$ cat src/rtl/tag_array_ctrl_pkg.sv
// Shared definitions for the tag_array port master: geometry, command codes,
// entry bit positions and controller state encodings.
package tag_array_ctrl_pkg;

    localparam int NSETS = 64;
    localparam int NWAYS = 4;
    localparam int TAGW  = 20;
    localparam int IDXW  = 6;
    localparam int ENTW  = TAGW + 2;

    localparam int VALID_BIT = 21;
    localparam int DIRTY_BIT = 20;

    localparam logic [1:0] CMD_LOOKUP = 2'd0;
    localparam logic [1:0] CMD_WRITE  = 2'd1;
    localparam logic [1:0] CMD_INVAL  = 2'd2;

    localparam logic [1:0] ST_INIT  = 2'd0;
    localparam logic [1:0] ST_IDLE  = 2'd1;
    localparam logic [1:0] ST_FLUSH = 2'd2;

    function automatic logic [ENTW-1:0] make_entry(input logic dirty, input logic [TAGW-1:0] tag);
        return {1'b1, dirty, tag};
    endfunction

endpackage

$ cat src/rtl/tag_victim_sel.sv
// Replacement way choice: lowest-numbered invalid way, otherwise the
// round-robin pointer.
module tag_victim_sel
    import tag_array_ctrl_pkg::*;
(
    input  logic [NWAYS-1:0] valid,
    input  logic [1:0]       rr_cnt,
    output logic [1:0]       victim_way
);

    always_comb begin
        victim_way = rr_cnt;
        for (int w = NWAYS - 1; w >= 0; w--) begin
            if (!valid[w]) begin
                victim_way = 2'(w);
            end
        end
    end

endmodule

$ cat src/rtl/tag_array_ctrl.sv
// Port master for the 4-way tag_array SRAM: lookup with hit/victim report,
// way-masked writes, set invalidate and a whole-array clear sweep.
module tag_array_ctrl
    import tag_array_ctrl_pkg::*;
(
    input  logic            clock,
    input  logic            reset_n,
    input  logic            req_valid,
    output logic            req_ready,
    input  logic [1:0]      req_cmd,
    input  logic [IDXW-1:0] req_idx,
    input  logic [TAGW-1:0] req_tag,
    input  logic            req_dirty,
    input  logic [NWAYS-1:0] req_way_mask,
    output logic            resp_valid,
    output logic            resp_hit,
    output logic [NWAYS-1:0] resp_hit_way,
    output logic [1:0]      resp_victim_way,
    output logic            resp_victim_valid,
    output logic            resp_victim_dirty,
    output logic [TAGW-1:0] resp_victim_tag,
    input  logic            flush_req,
    output logic            flush_busy,
    output logic [IDXW-1:0] RW0_addr,
    output logic            RW0_en,
    output logic            RW0_wmode,
    output logic [ENTW-1:0] RW0_wdata_0,
    output logic [ENTW-1:0] RW0_wdata_1,
    output logic [ENTW-1:0] RW0_wdata_2,
    output logic [ENTW-1:0] RW0_wdata_3,
    output logic            RW0_wmask_0,
    output logic            RW0_wmask_1,
    output logic            RW0_wmask_2,
    output logic            RW0_wmask_3,
    input  logic [ENTW-1:0] RW0_rdata_0,
    input  logic [ENTW-1:0] RW0_rdata_1,
    input  logic [ENTW-1:0] RW0_rdata_2,
    input  logic [ENTW-1:0] RW0_rdata_3
);

    logic [1:0]      state_q, state_d;
    logic [IDXW-1:0] cnt_q, cnt_d;
    logic [1:0]      rr_q, rr_d;
    logic            lookup_q, lookup_d;
    logic [TAGW-1:0] lk_tag_q, lk_tag_d;

    logic [ENTW-1:0]  rdata [NWAYS];
    logic [NWAYS-1:0] way_valid;
    logic [NWAYS-1:0] way_match;
    logic [NWAYS-1:0] wmask;
    logic [ENTW-1:0]  wdata;
    logic [1:0]       victim_way;
    logic             en_raw;
    logic             sweeping;
    logic             accept;

    assign rdata[0] = RW0_rdata_0;
    assign rdata[1] = RW0_rdata_1;
    assign rdata[2] = RW0_rdata_2;
    assign rdata[3] = RW0_rdata_3;

    // Outputs are forced idle while reset is held, not just after the edge.
    assign sweeping   = (state_q != ST_IDLE);
    assign req_ready  = reset_n && !sweeping && !flush_req;
    assign accept     = req_valid && req_ready;
    assign flush_busy = !reset_n || sweeping;
    assign resp_valid = reset_n && lookup_q;
    assign RW0_en     = reset_n && en_raw;

    always_comb begin
        for (int w = 0; w < NWAYS; w++) begin
            way_valid[w] = rdata[w][VALID_BIT];
            way_match[w] = way_valid[w] && (rdata[w][TAGW-1:0] == lk_tag_q);
        end
    end

    tag_victim_sel u_victim_sel (
        .valid      (way_valid),
        .rr_cnt     (rr_q),
        .victim_way (victim_way)
    );

    // Multiple matches are a protocol error; the lowest matching way wins.
    always_comb begin
        resp_hit_way = '0;
        for (int w = NWAYS - 1; w >= 0; w--) begin
            if (way_match[w]) begin
                resp_hit_way    = '0;
                resp_hit_way[w] = 1'b1;
            end
        end
    end

    assign resp_hit          = |way_match;
    assign resp_victim_way   = victim_way;
    assign resp_victim_valid = rdata[victim_way][VALID_BIT];
    assign resp_victim_dirty = rdata[victim_way][DIRTY_BIT];
    assign resp_victim_tag   = rdata[victim_way][TAGW-1:0];

    assign RW0_wdata_0 = wdata;
    assign RW0_wdata_1 = wdata;
    assign RW0_wdata_2 = wdata;
    assign RW0_wdata_3 = wdata;
    assign RW0_wmask_0 = wmask[0];
    assign RW0_wmask_1 = wmask[1];
    assign RW0_wmask_2 = wmask[2];
    assign RW0_wmask_3 = wmask[3];

    always_comb begin
        state_d   = state_q;
        cnt_d     = cnt_q;
        rr_d      = rr_q;
        lookup_d  = 1'b0;
        lk_tag_d  = lk_tag_q;
        en_raw    = 1'b0;
        RW0_wmode = 1'b0;
        RW0_addr  = req_idx;
        wmask     = '0;
        wdata     = '0;

        if (resp_valid && !resp_hit && (&way_valid)) begin
            rr_d = rr_q + 2'd1;
        end

        case (state_q)
            ST_INIT, ST_FLUSH: begin
                en_raw    = 1'b1;
                RW0_wmode = 1'b1;
                RW0_addr  = cnt_q;
                wmask     = '1;
                cnt_d     = cnt_q + 1'b1;
                if (cnt_q == IDXW'(NSETS - 1)) begin
                    state_d = ST_IDLE;
                end
            end
            ST_IDLE: begin
                if (flush_req) begin
                    state_d = ST_FLUSH;
                    cnt_d   = '0;
                end else if (accept) begin
                    case (req_cmd)
                        CMD_LOOKUP: begin
                            en_raw   = 1'b1;
                            lookup_d = 1'b1;
                            lk_tag_d = req_tag;
                        end
                        CMD_WRITE: begin
                            en_raw    = 1'b1;
                            RW0_wmode = 1'b1;
                            wmask     = req_way_mask;
                            wdata     = make_entry(req_dirty, req_tag);
                        end
                        CMD_INVAL: begin
                            en_raw    = 1'b1;
                            RW0_wmode = 1'b1;
                            wmask     = '1;
                        end
                        default: begin
                        end
                    endcase
                end
            end
            default: begin
                state_d = ST_INIT;
                cnt_d   = '0;
            end
        endcase
    end

    always_ff @(posedge clock) begin
        if (!reset_n) begin
            state_q  <= ST_INIT;
            cnt_q    <= '0;
            rr_q     <= '0;
            lookup_q <= 1'b0;
            lk_tag_q <= '0;
        end else begin
            state_q  <= state_d;
            cnt_q    <= cnt_d;
            rr_q     <= rr_d;
            lookup_q <= lookup_d;
            lk_tag_q <= lk_tag_d;
        end
    end

endmodule

$ cat config.mk
export PLATFORM = sky130hd
export DESIGN_NAME = tag_array_ctrl
export DESIGN_NICKNAME = d
export VERILOG_FILES = /design/src/rtl/tag_array_ctrl_pkg.sv /design/src/rtl/tag_victim_sel.sv /design/src/rtl/tag_array_ctrl.sv
export SDC_FILE = /design/constraint.sdc
export NUM_CORES = 1
export LEC_CHECK = 0
export ABC_CLOCK_PERIOD_IN_PS = 1800
export CORE_MARGIN = 5
export CORE_UTILIZATION = 37
export DETAILED_ROUTE_END_ITERATION = 7
export PLACE_DENSITY = 0.92
export SLEW_MARGIN = 20
export SYNTH_ARGS = -nofsm -noshare
export SYNTH_HDL_FRONTEND = slang
export SYNTH_HIERARCHICAL = 1
export SYNTH_SLANG_ARGS = --single-unit
$ cat constraint.sdc
create_clock -name clock -period 1.8 [get_ports clock]
set_input_delay 0.18 -clock clock [delete_from_list [all_inputs] [get_ports clock]]
set_output_delay 0.18 -clock clock [all_outputs]
set_load 0.005 [all_outputs]
Yosys cells after proc, flatten, opt, wreduce, memory -nomap -nowiden:

Cells that the tools add are included.

* register bits after elaboration: 31
* output and inout port bits: 132
* word-level logic and storage cells: 85

* $add $sub $neg: 2
* magnitude comparators: 1
* eq/ne operators: 12
* multiplexer cells: 34
* bitwise operators: 5
* reduce and logical (&&, ||, !) cells: 26

Operator list (number)
* 22-bit 2-to-1 mux: 6
* 20-bit equality test: 4
* 22-bit binary-select mux with 2-bit select: 1
* 4-bit 2-to-1 mux: 6
* 4-bit one-hot mux with 2 select lines: 2
* 2-bit 2-to-1 mux: 6
* 6-bit 2-to-1 mux: 2
* 6-bit one-hot mux with 2 select lines: 1
* 1-bit logical AND: 11
* 4-bit AND reduction: 2
* 4-bit OR reduction: 2
* 1-bit 2-to-1 mux: 7
* 6-bit by 1-bit adder with 6-bit output, second input constant: 1
* 6-bit equality test, second input constant: 1
* 2-bit by 1-bit equality test with 1-bit output, second input constant: 2
* 2-bit equality test, second input constant: 2
* 1-bit logical NOT: 4
* 2-bit logical NOT: 2
* 2-bit != test, second input constant: 2
* 1-bit inverter: 4
* 1-bit one-hot mux with 2 select lines: 2
* 2-bit one-hot mux with 2 select lines: 1
* 2-bit OR reduction: 2
* 3-bit >= comparator, second input constant: 1
* other kinds (6): 6

Longest topological paths before layout:

Gate-level depths: netlist (run 1).

* depth after elaboration: 9
* mapped depth: 8
* mapped depth without buffers: 7

Cells and area by module:

Netlist (run 1), hierarchy kept.

By module, submodules not included
* tag_array_ctrl: instances 1, cells each 425, area an instance 3726.1 µm², sequential area each 620.6 µm²
* tag_victim_sel: instances 1, cells each 6, area an instance 33.8 µm², sequential area each 0.0 µm²

Least setup slack after synthesis (run 1):

Ideal clock, no wire load.

* kind: flip-flop to output port
* start: register state_q[0]
* end: output RW0_wdata_1[10]
* data arrival time: 1.551 ns
* data required time: 1.620 ns
* slack: 0.069 ns
* cell stages (with the launch flop): 8
* cells stage by stage: dfxtp_1 -> clkbuf_1 -> and3_1 -> buf_2 -> and3_1 -> clkbuf_1 -> and2_1 -> buf_4

* word-level cells in the longest chain between the ends: 8
* elaborated cells on any way between the ends: 9
* classes of those cells: eq/ne (2); mux (3); reduce/logical (4)

RTL lines
* from (decl): RTL line tag_array_ctrl.sv:41 `logic [1:0] state_q, state_d;`
* from (signal assigned): RTL line tag_array_ctrl.sv:178 `state_q <= state_d;`
* 2-bit by 1-bit != test with 1-bit output: RTL line tag_array_ctrl.sv:63 `assign sweeping = (state_q != ST_IDLE);`
* 1-bit logical NOT: RTL line tag_array_ctrl.sv:64 `assign req_ready = reset_n && !sweeping && !flush_req;`
* 1-bit logical AND (2 in a row): RTL line tag_array_ctrl.sv:64
* net req_ready: RTL line tag_array_ctrl.sv:9 `output logic req_ready,`
* 1-bit logical AND: RTL line tag_array_ctrl.sv:65 `assign accept = req_valid && req_ready;`
* 22-bit 2-to-1 mux: RTL line tag_array_ctrl.sv:140 `end else if (accept) begin`
* 22-bit 2-to-1 mux: RTL line tag_array_ctrl.sv:137 `if (flush_req) begin`
* 22-bit 2-to-1 mux: RTL line tag_array_ctrl.sv:125 `case (state_q)`
* to (decl): RTL line tag_array_ctrl.sv:28 `output logic [ENTW-1:0] RW0_wdata_1,`

The timed path passes the listed nets, and every way through them passes these cells.

Worst setup path after layout (run 1):

* start: input RW0_rdata_0[11]
* end: output resp_hit_way[2]

* word-level cells in the longest chain between the ends: 3

RTL lines
* from (decl): RTL line tag_array_ctrl.sv:35 `input logic [ENTW-1:0] RW0_rdata_0,`
* 20-bit equality test: RTL line tag_array_ctrl.sv:73 `way_match[w] = way_valid[w] && (rdata[w][TAGW-1:0] == lk_tag_q);`
* 1-bit logical AND: RTL line tag_array_ctrl.sv:73
* 4-bit 2-to-1 mux: RTL line tag_array_ctrl.sv:87 `if (way_match[w]) begin`
* to (decl): RTL line tag_array_ctrl.sv:17 `output logic [NWAYS-1:0] resp_hit_way,`

Every way passes these cells.

==> impl_metrics.py, run 1 <==
metrics = {
    "layout": {
        "nFillCells": 651,
        "drive_gt1_share_pct": 52.9,
        "diodes": 0,
        "syn_to_final_growth_pct": 96.5,
        "nets": 851,
        "final_cell_area_um2": 7390,
        "fin_util_pct": 74.9,
    },
    "floorplanning": {
        "initial_utilization_pct": 38.1,
        "rows": 36,
        "ios": 257,
        "die_area_um2": 12300,
        "die_w_um": 111,
        "fp.dieH_um": 111,
        "fp.coreArea_um2": 9860,
    },
    "synth": {
        "yosysWarnings": 6,
        "synth_edf_count": 0,
        "synth_cell_types": 37,
        "ys_ff_latch": 31,
        "ys_top_cells_by_count": "67 x buf_4, 59 x xnor2_1, 53 x nand2_1, 31 x dfxtp_1, 27 x and2_1",
        "syn_area_per_cell_um2": 8.72,
        "synth_area_um2": 3760,
        "synth_top_area_share_pct": 16.5,
        "seq_area_frac_synth_pct": 16.5,
        "async_flop_share_pct": 0,
        "syn_inst": 431,
        "yosysMostFrequentCell": "buf_4",
        "synthFlopType": "dfxtp_1",
        "synthTopCellsByArea": "dfxtp_1 17%, xnor2_1 14%, buf_4 13%",
        "yosysTopAreaCell": "dfxtp_1",
        "mappedNetlistNets": 561,
    },
    "route": {
        "post_drt_wl_per_cell_um": 21.6,
        "drt_iter0_drc": 213,
        "drtAntennaViolNets": 0,
        "drc": 0,
        "viasPerCell": 5.15,
        "first_pass_iters": 5,
        "wl_um": 18500,
        "vias": 4404,
    },
    "timing": {
        "tightest_slew_ns": 0.332,
        "rsz0062_at_grt": "yes",
        "hold_viol_final": 0,
        "period_needed_ns": 2.34,
        "min_period_over_period_pct": 130,
        "setup_violations": 123,
        "fmax_ghz": 0.428,
        "max_slew_margin_pct": 77.9,
        "finClkSkew_ns": 0.00201,
        "fin_ws_ns": -0.536,
        "drv_slew": 0,
    },
    "power_and_ir_drop": {
        "seqPwrFrac_pct": 30.3,
        "fin_total_pwr_w": 0.00227,
        "p_sw_share_pct": 28.3,
        "p_clk_share_pct": 28.0,
        "vdd_drop_max_mv": 0.236,
        "p_leak_nw": 3.23,
        "p_int_w": 0.00163,
        "p_switching_w": 0.000642,
        "power_density_nw_per_um2": 307,
        "comb_power_share_pct": 41.7,
    },
    "worst_setup_path": {
        "r2r_slack_ns": -0.33,
        "worstPathArrival_ns": 2.16,
        "cp-start-kind": "input pin",
        "critPathKind": "input pin to output pin",
        "path_max_fanout": 3,
        "crit_required_ns": 1.62,
        "end_kind": "output pin",
    },
    "clock_network": {
        "cts_buffer_depth": 2,
        "clock-root-buffer": "clkbuf_8",
        "cts_sinks": 31,
        "cts-buffers-inserted": 5,
        "cts_tree": "built",
        "cts.hold.buffers_added": 0,
        "insertion_delay_ns": 0.28,
        "clkTransAtPathRegs_ns": 0.07,
        "cts-htree-levels": 2,
    },
    "global_route": {
        "grt_use_total_pct": 25.7,
        "grt_start_max_net_pins": 33,
        "grt_pass1_vias": 4570,
        "grt_pass1_wl_um": 25200,
        "grt.overflow.total": 0,
        "antenna_found_initial": 0,
    },
    "place": {
        "hpwl_um": 13100,
        "place.gp.congestion": 0.846,
        "io_buffers": 256,
        "pre_cts_slack_ns": -0.875,
        "post_dp_cell_area_um2": 6240,
    },
    "run_status": {
        "status": "finished with violations",
        "violations": "negative setup slack",
    },
    "run": {
        "maxCapViolCount": 0,
    },
    "worst_hold_path": {
        "holdCritPathClass": "input pin to flip-flop",
    },
}
[per-stage QoR]
stage | instances | hold slack, ns | setup TNS, ns
6_report | 855 | 0.466 | -19.98
5_1_grt | 855 | 0.479 | -25.95
4_1_cts | 813 | 0.480 | -23.79
3_5_place_dp | 779 | 0.510 | -62.81
3_3_place_gp | 779 | 0.483 | -58.16
2_1_floorplan | 431 | 0.325 | 0
[per-layer routing]
layer | up-vias | share of wire, % | routed length [µm] | global-route usage (%)
met2 | 253 | 52 | 9710 | 46.6
met5 | - | 0 | 0 | 0
met1 | 2124 | 38 | 6940 | 29.8
li1 | 1981 | - | - | -
met3 | 46 | 6.8 | 1250 | 5.40
met4 | 0 | 3.3 | 603 | 8.62
[worst max-delay path, cell delays in order]
cell and delay (ns):
clkdlybuf4s50_1 0.59, xnor2_2 0.15, nand4_1 0.17, nor4_4 0.33, nand4_1 0.26, nand2_2 0.19, buf_6 0.11, nor2_1 0.04
buf_2 0.12
[state kept, by name, indices dropped and copies added, names as in the netlist]
name and count:
lk_tag_q 20, cnt_q 6, rr_q 2, state_q 2, lookup_q 1
[layout make-up]
type	count	area (µm²)	area share [%]
Timing Repair Buffer	385	3650	49.4
Sequential cell	31	663	8.98
Multi-Input combinational cell	291	2780	37.7
Tap cell	133	166	2.25
Inverter	7	26.3	0.356
Clock buffer	8	100	1.35
[cell usage in the layout, fill, tap and decap left out, types with 2 or more instances in the layout]
cell type,synthesis,final
nor4_1,8,2
and2_4,0,22
nand3b_1,4,4
xnor2_2,5,28
mux4_2,22,22
ha_1,5,4
xnor2_1,59,34
nand2b_1,3,3
inv_2,0,2
clkbuf_2,0,35
dfxtp_2,0,13
buf_12,0,10
inv_1,7,5
buf_2,13,26
mux2_2,6,6
nand4_1,16,16
buf_6,13,96
dlygate4sd2_1,0,12
clkdlybuf4s50_1,0,116
dlymetal6s2s_1,0,7
a21boi_0,21,20
o21ai_0,9,9
clkbuf_8,0,7
clkbuf_16,0,4
buf_8,0,2
xor2_1,16,16
nand2_1,53,52
and3_4,0,3
nand3_1,10,10
a21oi_2,0,4
and2_1,27,5
xnor2_4,0,2
nor2_1,5,4
nor4_2,1,5
nor4_4,0,2
buf_4,67,77
dfxtp_4,0,7
dfxtp_1,31,11
[path summary, 6_finish.rpt]
kind                                  start                         to  cells past startpoint
setup / recovery            RW0_rdata_0[11]            resp_hit_way[2]                      9
hold / removal                      reset_n  lk_tag_q[13]$_SDFFE_PN0P_                      3
setup reg to reg  lk_tag_q[17]$_SDFFE_PN0P_       rr_q[1]$_SDFFE_PN0P_                     11
hold reg to reg   lk_tag_q[19]$_SDFFE_PN0P_  lk_tag_q[19]$_SDFFE_PN0P_                      2
[power by group through the flow]
stage          Sequential [W]  Combinational (W)  Clock, W
2_1_floorplan        0.000711           0.000261         0
3_3_place_gp         0.000713           0.000820         0
3_5_place_dp         0.000713           0.000832         0
4_1_cts              0.000688           0.000874  0.000637
5_1_grt              0.000688           0.000990  0.000666
6_report             0.000688           0.000947  0.000635
[kinds of logic after synthesis]
| family | Yosys count | synth area share (%) |
|---|---|---|
| muxes | 29 | 15.2 |
| adders and majority gates | 5 | 1.66 |
| xor gates and xnor gates | 80 | 19.6 |
| AOI/OAI and AO/OA | 40 | 7.19 |
| and+or+nand+nor | 137 | 19.2 |
| DFF | 31 | 16.5 |
| buffers and inverters | 109 | 20.6 |
[what timing repair did]
action                     in CTS  in global routing
resized for setup             411                222
pin swaps                      37                 18
buffers inserted               27                 37
cloned                          1                  7
setup endpoints to repair     132                134
(Power assumes the default switching activity.)
==> run 2: changes to the inputs <==
HOLD_SLACK_MARGIN = 0.08   (was not set)
==> results of run 2 <==
Final layout, timing and power as in run 1 (identical DEF).
==> run 3: changes to the inputs <==
ABC_CLOCK_PERIOD_IN_PS = 2990   (was 1800)
CORE_UTILIZATION = 39   (was 37)
PLACE_DENSITY = 0.95   (was 0.92)
REMOVE_ABC_BUFFERS = 1   (was not set)
clock period = 2.99 ns   (was 1.8 ns; I/O delays follow)
==> run 3 against run 2 <==
The run now ends clean. Largest cell class unchanged. Total power fell by 41%. Non-clock buffer count fell by 120. Critical endpoint is now resp_hit_way[3]. Combinational power is 50% lower. Setup slack better by 0.64 ns. Die area decreased by 4.7%. Register-to-register slack improved by 1.3 ns. Design area decreased by 19%. Sequential power shrank 39%. Critical path depth down 1. Sequential cell count did not move.
==> impl_metrics.py, run 3 (same netlist as run 1, synthesis figures left out) <==
metrics = {
    "timing": {
        "tightest_slew_ns": 0.757,
        "hold_viol_final": 0,
        "rsz0062_at_grt": "no",
        "hold_ws_ns": 0.492,
        "finClkSkew_ns": 0.0118,
        "drv_slew": 0,
        "fmax_ghz": 0.347,
        "max_slew_margin_pct": 49.5,
        "min_period_over_period_pct": 96.5,
        "finalSetupTns_ns": 0,
        "period_needed_ns": 2.88,
        "setup_violations": 0,
    },
    "worst_setup_path": {
        "r2r_slack_ns": 0.99,
        "ff2ff_path_depth": 8,
        "end_kind": "output pin",
        "path_max_fanout": 2,
        "rr_startpoint": "lk_tag_q[18]$_SDFFE_PN0P_",
        "worstPathArrival_ns": 2.59,
        "critPathKind": "input pin to output pin",
        "crit_required_ns": 2.69,
        "r2r-end": "rr_q[0]$_SDFFE_PN0P_",
        "cp-start-kind": "input pin",
    },
    "global_route": {
        "antenna_found_initial": 0,
        "grt.overflow.total": 0,
        "grt_start_max_net_pins": 33,
        "grt_pass1_wl_um": 22400,
        "grt_use_total_pct": 24.6,
        "grt_pass1_vias": 4114,
    },
    "clock_network": {
        "clock-root-buffer": "clkbuf_8",
        "cts_sinks": 31,
        "postCtsSetupBuffers": 0,
        "clkTransAtPathRegs_ns": 0.08,
        "cts_tree": "built",
        "cts-htree-levels": 2,
        "cts-buffers-inserted": 5,
        "cts_buffer_depth": 2,
        "post_cts_resized": 0,
        "insertion_delay_ns": 0.29,
        "cts.hold.buffers_added": 0,
    },
    "place": {
        "place.gp.congestion": 0.937,
        "hpwl_um": 12400,
        "io_buffers": 256,
    },
    "worst_hold_path": {
        "holdCritPathClass": "flip-flop to flip-flop",
        "worstHoldPathCells": 2,
        "whs_endpoint": "rr_q[1]$_SDFFE_PN0P_",
        "worstHoldStart": "rr_q[1]$_SDFFE_PN0P_",
    },
    "run_status": {
        "status": "completed",
    },
    "layout": {
        "nFillCells": 763,
        "regMostFlops": "lk_tag_q",
        "diodes": 0,
        "largest_reg_flops": 20,
        "nets": 731,
        "syn_to_final_growth_pct": 58.5,
        "mostFrequentLayoutCells": "256 x clkdlybuf4s50_1, 59 x xnor2_1, 53 x nand2_1, 29 x dfxtp_1, 27 x and2_1",
        "layout.cells.most_common": "clkdlybuf4s50_1",
        "drive_gt1_share_pct": 9.47,
        "largestRegisters": "lk_tag_q x20, cnt_q x6",
    },
    "power_and_ir_drop": {
        "vdd_drop_max_mv": 0.196,
        "p_leak_nw": 2.04,
        "power_density_nw_per_um2": 225,
    },
    "route": {
        "vias": 3840,
        "post_drt_wl_per_cell_um": 20.3,
        "drc": 0,
        "viasPerCell": 5.25,
        "drtAntennaViolNets": 0,
        "drt_iter0_drc": 165,
        "wl_um": 14900,
        "first_pass_iters": 4,
    },
    "floorplanning": {
        "die_area_um2": 11700,
        "initial_utilization_pct": 40.3,
        "fp.coreArea_um2": 9330,
        "die_w_um": 108,
        "fp.dieH_um": 108,
        "ios": 257,
        "rows": 35,
    },
    "run": {
        "maxCapViolCount": 0,
    },
}
## run 3: cell count changes in the layout (fill, tap and decap cells not counted), sizes merged
cell / before / now
buf: 211 / 9
clkdlybuf4s50: 116 / 256
clkbuf: 47 / 6
dlygate4sd2: 12 / 0
dlymetal6s2s: 7 / 0
bufinv: 0 / 1
clkinv: 0 / 1
## run 3: stage by stage
step           setup slack, ns  instances  total power, W  instance area (µm²)  utilization (%)
2_1_floorplan            0.579        329        0.000581                 3010                -
3_3_place_gp             0.172        723        0.000894                 5840             62.6
3_5_place_dp             0.134        723        0.000904                 5840             62.6
4_1_cts                  0.115        731         0.00135                 5950             63.8
5_1_grt                 0.0421        731         0.00139                 5960             63.9
6_report                 0.105        731         0.00134                 5960             63.9
## run 3: worst max-delay path, cell delays in order
cell	delay [ns]
clkdlybuf4s50_1	0.44
xnor2_1	0.24
nand4_1	0.19
nor4_1	0.33
buf_4	0.17
nand4_1	0.15
nor3b_2	0.22
clkdlybuf4s50_1	0.53
## run 3: cell type report
| type | count | area, µm² | area share (%) |
|---|---|---|---|
| well taps | 129 | 161 | 2.71 |
| multi-input cells | 291 | 2380 | 39.9 |
| inverters | 7 | 26.3 | 0.441 |
| flip-flops and latches | 31 | 623 | 10.5 |
| clock inverters | 2 | 35.0 | 0.588 |
| clock buffers | 6 | 82.6 | 1.39 |
| repair buffers | 265 | 2660 | 44.5 |
## run 3: how the worst max path moves through the flow
stage                               from                 to  slack [ns]  depth (start not counted)
finish                    RW0_rdata_3[5]    resp_hit_way[3]        0.11                          8
global route              RW0_rdata_3[5]           resp_hit        0.04                          8
CTS                       RW0_rdata_3[5]    resp_hit_way[3]        0.11                          8
detailed placement       RW0_rdata_3[11]    resp_hit_way[3]        0.13                          8
global placement         RW0_rdata_3[11]    resp_hit_way[3]        0.17                          8
floorplan           rr_q[1]$_SDFFE_PN0P_  resp_victim_dirty        0.58                          3
## run 3: report_power, final
part / leakage [nW] / switching, W / internal [W]
logic: 1.73 / 0.000163 / 0.000313
registers: 0.251 / 0.00000423 / 0.000416
clock network: 0.0612 / 0.000173 / 0.000270
total: 2.04 / 0.000340 / 0.000999
## run 3: layer usage
metal | wire length, µm | vias to the layer above | track usage [%]
met1 | 5210 | 1828 | 27.1
met4 | 650 | 0 | 10.9
met5 | 0 | - | 0
met2 | 7640 | 227 | 44.4
li1 | - | 1734 | -
met3 | 1350 | 51 | 6.21
